==> src/rtl/sfp_pkg.sv <==
// Shared types and helpers for the sfp_accum slice.
//   sfp_state_e : controller state encoding (Idle/Accum/Drain).
//   ADDR_W()    : buffer address width for a given depth.
//   PASS_W()    : pass counter width for a given pass count (holds 0..pass_num).
package sfp_pkg;

  typedef enum logic [1:0] {
    StIdle  = 2'd0,
    StAccum = 2'd1,
    StDrain = 2'd2
  } sfp_state_e;

  function automatic int unsigned ADDR_W(input int unsigned depth);
    return (depth < 2) ? 1 : $clog2(depth);
  endfunction

  function automatic int unsigned PASS_W(input int unsigned pass_num);
    return (pass_num < 1) ? 1 : $clog2(pass_num + 1);
  endfunction

endpackage

==> src/rtl/sfp_lane.sv <==
// One lane of the accumulator datapath.
//   acc_i  : current buffer value at the write address
//   add_i  : incoming psum for this lane
//   load_i : first pass, the incoming psum replaces the stored value
//   sum_o  : value to write back into the buffer
//   rd_i   : buffer value at the read address
//   relu_o : max(rd_i, 0)
// Build option: define SFP_SATURATE_EN to clamp the addition to the signed range
// instead of wrapping modulo 2^psum_bw.
module sfp_lane #(
  parameter int unsigned psum_bw = 16
) (
  input  logic [psum_bw-1:0] acc_i,
  input  logic [psum_bw-1:0] add_i,
  input  logic               load_i,
  output logic [psum_bw-1:0] sum_o,
  input  logic [psum_bw-1:0] rd_i,
  output logic [psum_bw-1:0] relu_o
);

  logic [psum_bw-1:0] add_res;

`ifdef SFP_SATURATE_EN
  localparam logic [psum_bw-1:0] MaxVal = {1'b0, {(psum_bw-1){1'b1}}};
  localparam logic [psum_bw-1:0] MinVal = {1'b1, {(psum_bw-1){1'b0}}};

  logic [psum_bw:0] wide;

  always_comb begin
    wide = {acc_i[psum_bw-1], acc_i} + {add_i[psum_bw-1], add_i};
    // Top two bits disagree only when the signed sum left the representable range.
    if (wide[psum_bw] != wide[psum_bw-1]) begin
      add_res = wide[psum_bw] ? MinVal : MaxVal;
    end else begin
      add_res = wide[psum_bw-1:0];
    end
  end
`else
  always_comb begin
    add_res = acc_i + add_i;
  end
`endif

  always_comb begin
    sum_o  = load_i ? add_i : add_res;
    relu_o = rd_i[psum_bw-1] ? '0 : rd_i;
  end

endmodule

==> src/rtl/sfp_accum.sv <==
// On-chip psum accumulator behind the core's output FIFO.
// Accumulates pass_num passes of depth col-wide vectors, then drains ReLU'd results.
//   clk, reset          : clock, synchronous active-high reset
//   start               : begin a tile (only honoured in Idle)
//   in_valid/in_ready   : input beat handshake, in_data lane i at [i*psum_bw +: psum_bw]
//   out_valid/out_ready : output handshake, out_data same packing, ReLU applied
//   done                : one-cycle pulse after the last output handshake
//   busy                : high while accumulating or draining
// Build option: SFP_SATURATE_EN selects saturating lane addition (see sfp_lane).
module sfp_accum
  import sfp_pkg::*;
#(
  parameter int unsigned psum_bw  = 16,
  parameter int unsigned col      = 8,
  parameter int unsigned depth    = 16,
  parameter int unsigned pass_num = 9
) (
  input  logic                   clk,
  input  logic                   reset,
  input  logic                   start,
  input  logic                   in_valid,
  output logic                   in_ready,
  input  logic [col*psum_bw-1:0] in_data,
  output logic                   out_valid,
  input  logic                   out_ready,
  output logic [col*psum_bw-1:0] out_data,
  output logic                   done,
  output logic                   busy
);

  localparam int unsigned AddrW = ADDR_W(depth);
  localparam int unsigned PassW = PASS_W(pass_num);
  localparam int unsigned VecW  = col * psum_bw;

  localparam logic [AddrW-1:0] LastAddr = AddrW'(depth - 1);
  localparam logic [PassW-1:0] LastPass = PassW'(pass_num - 1);

  sfp_state_e       state_q, state_d;
  logic [AddrW-1:0] wr_ptr_q, wr_ptr_d;
  logic [AddrW-1:0] rd_ptr_q, rd_ptr_d;
  logic [PassW-1:0] pass_cnt_q, pass_cnt_d;
  logic             done_q, done_d;

  logic [VecW-1:0]  acc_q [depth];
  logic [VecW-1:0]  wr_word, rd_word, sum_word, relu_word;
  logic             accept, first_pass;

  always_comb begin
    in_ready  = (state_q == StAccum);
    out_valid = (state_q == StDrain);
    busy      = (state_q == StAccum) || (state_q == StDrain);
    done      = done_q;
    out_data  = relu_word;
  end

  assign accept     = in_valid && in_ready;
  assign first_pass = (pass_cnt_q == '0);
  assign wr_word    = acc_q[wr_ptr_q];
  assign rd_word    = acc_q[rd_ptr_q];

  for (genvar i = 0; i < col; i++) begin : g_lane
    sfp_lane #(
      .psum_bw(psum_bw)
    ) u_lane (
      .acc_i  (wr_word[i*psum_bw +: psum_bw]),
      .add_i  (in_data[i*psum_bw +: psum_bw]),
      .load_i (first_pass),
      .sum_o  (sum_word[i*psum_bw +: psum_bw]),
      .rd_i   (rd_word[i*psum_bw +: psum_bw]),
      .relu_o (relu_word[i*psum_bw +: psum_bw])
    );
  end

  always_comb begin
    state_d    = state_q;
    wr_ptr_d   = wr_ptr_q;
    rd_ptr_d   = rd_ptr_q;
    pass_cnt_d = pass_cnt_q;
    done_d     = 1'b0;
    unique case (state_q)
      StIdle: begin
        if (start) begin
          state_d    = StAccum;
          wr_ptr_d   = '0;
          pass_cnt_d = '0;
        end
      end
      StAccum: begin
        if (accept) begin
          if (wr_ptr_q == LastAddr) begin
            wr_ptr_d   = '0;
            pass_cnt_d = pass_cnt_q + 1'b1;
            if (pass_cnt_q == LastPass) begin
              state_d  = StDrain;
              rd_ptr_d = '0;
            end
          end else begin
            wr_ptr_d = wr_ptr_q + 1'b1;
          end
        end
      end
      StDrain: begin
        if (out_ready) begin
          if (rd_ptr_q == LastAddr) begin
            state_d = StIdle;
            done_d  = 1'b1;
          end else begin
            rd_ptr_d = rd_ptr_q + 1'b1;
          end
        end
      end
      default: state_d = StIdle;
    endcase
  end

  always_ff @(posedge clk) begin
    if (reset) begin
      state_q    <= StIdle;
      wr_ptr_q   <= '0;
      rd_ptr_q   <= '0;
      pass_cnt_q <= '0;
      done_q     <= 1'b0;
    end else begin
      state_q    <= state_d;
      wr_ptr_q   <= wr_ptr_d;
      rd_ptr_q   <= rd_ptr_d;
      pass_cnt_q <= pass_cnt_d;
      done_q     <= done_d;
    end
  end

  // Buffer is never reset: pass 0 overwrites every entry before it is read.
  always_ff @(posedge clk) begin
    if (accept) begin
      acc_q[wr_ptr_q] <= sum_word;
    end
  end

endmodule

==> config.mk <==
export PLATFORM = sky130hd
export DESIGN_NAME = sfp_accum
export DESIGN_NICKNAME = d
export VERILOG_FILES = /design/src/rtl/sfp_pkg.sv /design/src/rtl/sfp_lane.sv /design/src/rtl/sfp_accum.sv
export SDC_FILE = /design/constraint.sdc
export NUM_CORES = 2
export LEC_CHECK = 0
export CORE_UTILIZATION = 56
export CTS_CLUSTER_SIZE = 30
export DETAILED_ROUTE_END_ITERATION = 16
export PLACE_DENSITY = 0.8
export SLEW_MARGIN = 20
export SYNTH_ARGS = -nofsm -noshare
export SYNTH_HDL_FRONTEND = slang
export SYNTH_SLANG_ARGS = --single-unit
export TNS_END_PERCENT = 50
==> constraint.sdc <==
create_clock -name clk -period 11.3 [get_ports clk]
set_clock_uncertainty 0.2 [all_clocks]
set_input_delay 1.695 -clock clk [delete_from_list [all_inputs] [get_ports clk]]
set_output_delay 1.695 -clock clk [all_outputs]
set_load 0.1 [all_outputs]
==> impl_summary.md <==
Layout
In the layout the commonest cells are sky130_fd_sc_hd__edfxtp_1, sky130_fd_sc_hd__mux4_2, sky130_fd_sc_hd__clkdlybuf4s50_1, sky130_fd_sc_hd__clkbuf_16, sky130_fd_sc_hd__nor2b_1. Summing all flip-flop and latch instances after layout gives 61,990 um^2. Leaving out fill and tap cells, the most frequent cell in the layout is sky130_fd_sc_hd__edfxtp_1. After filler insertion, the fill cell instance count of the layout stands at between 10,000 and 15,000. The net count of the finished layout is 5,612. The area occupied by multi-input gates is around 37,000 um^2. The post-synthesis to final-layout area growth is 12.43%. Cells with a size suffix above 1 make up 31.83% of the layout. Cells fill 63.39% of the core in the end.

Power and ir drop
IR analysis of the VDD net gives a maximum drop of 0.0002098 V. The cell area power density is 180.3 nW/um^2. The cell leakage power is approximately 34 nW. Summed over all nets, the switching power comes to 5.873 mW. The internal power consumption is 14.55 mW. The switching fraction of total power is 28.76%. The clock network accounts for 33.8% of the total power. The sequential power share is between 40% and 50%. Per report_power, the combinational group accounts for roughly a quarter of the total.

CTS
The level count of the clock H-tree is 4. For the worst-skew pair, the clock arrives at the later sink with an insertion delay of about 0.87 ns. The CTS buffer count is approximately 210.

The number of hold buffers added after CTS was 0. After clock tree synthesis, the clock-pin slew on the worst setup and hold paths is 0.06 ns. The clock sink count is about 2,100. After clock tree synthesis, the repair step resized 0 gates.

The number of setup buffers added after CTS is 0. The TritonCTS clock tree is done. The clock passes through at most 3 buffers. The root buffer cell chosen for the clock tree is sky130_fd_sc_hd__clkbuf_16.

Detailed routing
For this run, design rule violations remaining after detail routing come to 0. The count of nets left with antenna violations after detail routing is 0. The pre-antenna-repair detailed-routing pass consisted of 6 iterations. Using the TritonRoute via totals, the vias-per-cell ratio works out to 7.153. The violation count after the first detailed-routing iteration is 6,713. After detailed routing, the average wire length per cell comes to between 30 and 40 um. Across all layers, the routed design uses 56,400 vias. The routed design has around 260 mm of wire.

STA
Timing would allow up to 122.7 MHz. The number of max-slew violations in the final report is 0. The portion of the clock cycle consumed by the worst path in the final layout is 72.12%. The relative slew slack is 8.250%. The final number of hold-violating endpoints came to 0. The number of failing setup endpoints in the final timing report is 0. Setup repair after global routing left no endpoint under its margin. After layout, the worst setup slack is roughly 3.2 ns. The slew at the pin with the worst max-slew slack is 1.376 ns.

The final period demand of the worst path is 8.150 ns.

Flow run
The reported max-cap violation count is 0.

Floorplan
The effective utilization at floorplan is about 56%. The core region is 178,600 um^2. The die area is roughly 180,000 um^2.

The die width is roughly 430 um. In this run the count of I/O pins placed on the die edge is ~270. The site row count is approximately 160. The die is about 430 um tall.

Synth
After synthesis, the cell types taking the most area are sky130_fd_sc_hd__edfxtp_1, sky130_fd_sc_hd__mux4_2, sky130_fd_sc_hd__ha_1. The cell taking the most area after synthesis is sky130_fd_sc_hd__edfxtp_1. In this run the cell area of the synthesized design comes to 100,700 um^2. Dividing the synthesized area by the synthesized cell count gives just under 20 um^2. Among all flip-flop cells after synthesis, the most frequent one is sky130_fd_sc_hd__edfxtp_1. For this run, the register share of the synthesized area comes to 61.52%. For this run, the number of Yosys warnings is 0.

The top cell type by area accounts for 61.07% of the synthesized area. The synthesized design contains 2,071 register bits. The fraction of registers with async set or reset after synthesis is 0%.

The distinct cell type count of the synthesized netlist is 72. The number of instances in the synthesized netlist is 5,064. The number of enable-type register cells in the synthesized netlist is 2,048.

Worst setup path
The critical path is of the reg2out type. For the worst setup path, the data arrival time is 6.25 ns. The worst-path maximum fanout is 78.

The critical path launch point type is a flip-flop. STA puts the critical path data required time at 9.41 ns. The endpoint type of the worst setup path is an output port.

Place
Once detailed placement completed, the half-perimeter wirelength came to 143.4 mm. Prior to clock tree synthesis, the placed netlist has a worst setup slack of about 4.0 ns. The count of buffers added on input and output ports is 256.

The routability congestion estimate from global placement is 0.8226.

GRT
The number of global-route vias before repair is roughly 58,000. The first-pass GRT wire length is between 300 and 400 mm. The sum of overflow across all layers after global routing is 0. In the global route stage, overall resource usage came out at between 20% and 30%. Entering global routing, the biggest net connects about 140 pins. The initial antenna violation count is 15.

Status
The flow ran to the end, and the final reports show no timing, DRC or antenna violations.

Min path
The classification of the worst-slack hold path is reg2reg.
[power groups by stage]
stage                     logic, mW  clock network, mW  registers (mW)
after floorplan                3.75                  0            8.80
after global placement         4.71                  0            8.82
after detailed placement       4.79                  0            8.83
after CTS                      4.84               6.97            8.67
after global routing           5.13               7.23            8.68
final                          4.84               6.91            8.67
[synth_stat cells, types with 4 or more instances]
library cell               count
sky130_fd_sc_hd__edfxtp_1   2048
sky130_fd_sc_hd__mux4_2     1228
sky130_fd_sc_hd__clkbuf_1    184
sky130_fd_sc_hd__nor2b_1     155
sky130_fd_sc_hd__nand2_1     147
sky130_fd_sc_hd__nor2_1      137
sky130_fd_sc_hd__ha_1        130
sky130_fd_sc_hd__a21oi_1     123
sky130_fd_sc_hd__buf_2       121
sky130_fd_sc_hd__o21ai_0     112
sky130_fd_sc_hd__a211oi_1     98
sky130_fd_sc_hd__mux2i_1      57
sky130_fd_sc_hd__xor2_1       51
sky130_fd_sc_hd__inv_1        50
sky130_fd_sc_hd__xnor2_1      41
sky130_fd_sc_hd__nand2b_1     32
sky130_fd_sc_hd__a21o_1       30
sky130_fd_sc_hd__nand3_1      28
sky130_fd_sc_hd__nor3_1       26
sky130_fd_sc_hd__buf_4        23
sky130_fd_sc_hd__dfxtp_1      23
sky130_fd_sc_hd__buf_1        22
sky130_fd_sc_hd__o21a_1       21
sky130_fd_sc_hd__o31ai_1      19
sky130_fd_sc_hd__a31oi_1      12
sky130_fd_sc_hd__o211ai_1     11
sky130_fd_sc_hd__nor3b_1      10
sky130_fd_sc_hd__a21boi_0      8
sky130_fd_sc_hd__and3_1        8
sky130_fd_sc_hd__fa_1          8
sky130_fd_sc_hd__nand4_1       7
sky130_fd_sc_hd__o21bai_1      7
sky130_fd_sc_hd__or3_1         7
sky130_fd_sc_hd__mux2_2        5
sky130_fd_sc_hd__nand3b_1      5
sky130_fd_sc_hd__nor4b_1       5
sky130_fd_sc_hd__and2_1        4
sky130_fd_sc_hd__mux4_1        4
sky130_fd_sc_hd__nor4_1        4
sky130_fd_sc_hd__o22ai_1       4
[flip-flops by register name, summed over array words and instances (netlist names), named ones only]
name,cells
pass_cnt_q,4
acc_q,2048
done,1
state_q,2
wr_ptr_q,4
rd_ptr_q,4
[logic make-up after synthesis]
family / synth area share (%)
flip-flops: 61.52
multiplexers: 28.19
AND/OR/NAND/NOR: 2.905
AO/OA/AOI/OAI: 3.068
buffers and inverters: 1.738
adder cells (fa/ha/maj): 1.774
XOR/XNOR: 0.8001
other: 0.003724
[metrics by stage]
step	power [mW]	std cells	cell area, um^2	setup TNS, ns	hold WS (ns)
after floorplan	12.55	5071	100700	-105.34	0.2775
after global placement	13.53	7483	106200	0	0.2994
after detailed placement	13.63	7484	106300	0	0.3057
after CTS	20.48	7873	113000	0	0.3152
after global routing	21.04	7882	113200	0	0.3434
final	20.42	7884	113200	0	0.3298
[critical path, cell delays in order (launching register included)]
cell and delay, ns:
sky130_fd_sc_hd__dfxtp_4 0.96, sky130_fd_sc_hd__buf_12 0.60, sky130_fd_sc_hd__mux4_2 0.60, sky130_fd_sc_hd__mux4_2 0.78, sky130_fd_sc_hd__a211oi_1 1.01, sky130_fd_sc_hd__clkdlybuf4s50_1 1.31
[final cells by class]
class                   count  area share (%)
well taps                2355           2.602
clock inverters           136           1.171
repair buffers            411           3.532
inverters                  50          0.1658
diodes                      9         0.01989
multi-input cells        2599           32.95
clock buffers             253           4.810
flip-flops and latches   2071           54.75
[routing by layer]
metal  global-route usage, %  part of all wire, %  wire (um)  vias up
met2                   48.19                   50     132500     3552
met4                   12.71                  4.4      11600       16
met5                       0                0.038        101        -
li1                        -                    -          -    22450
met3                   4.686                  9.5      25130      568
met1                   39.77                   36      95110    29810
[final timing paths]
| check | start | cells after the start | to | slack, ns |
|---|---|---|---|---|
| worst max-delay path | flip-flop | 5 | out_data[21] | 3.15 |
| worst min-delay path | rd_ptr_q[1]$_SDFFE_PP0P_ | 2 | flip-flop | 0.33 |
| worst max register to register | flip-flop | 12 | acc_q[9][63]$_DFFE_PP_ | 4.69 |
| worst min register to register | rd_ptr_q[1]$_SDFFE_PP0P_ | 2 | flip-flop | 0.33 |
Power figures use the tool's default switching activity.
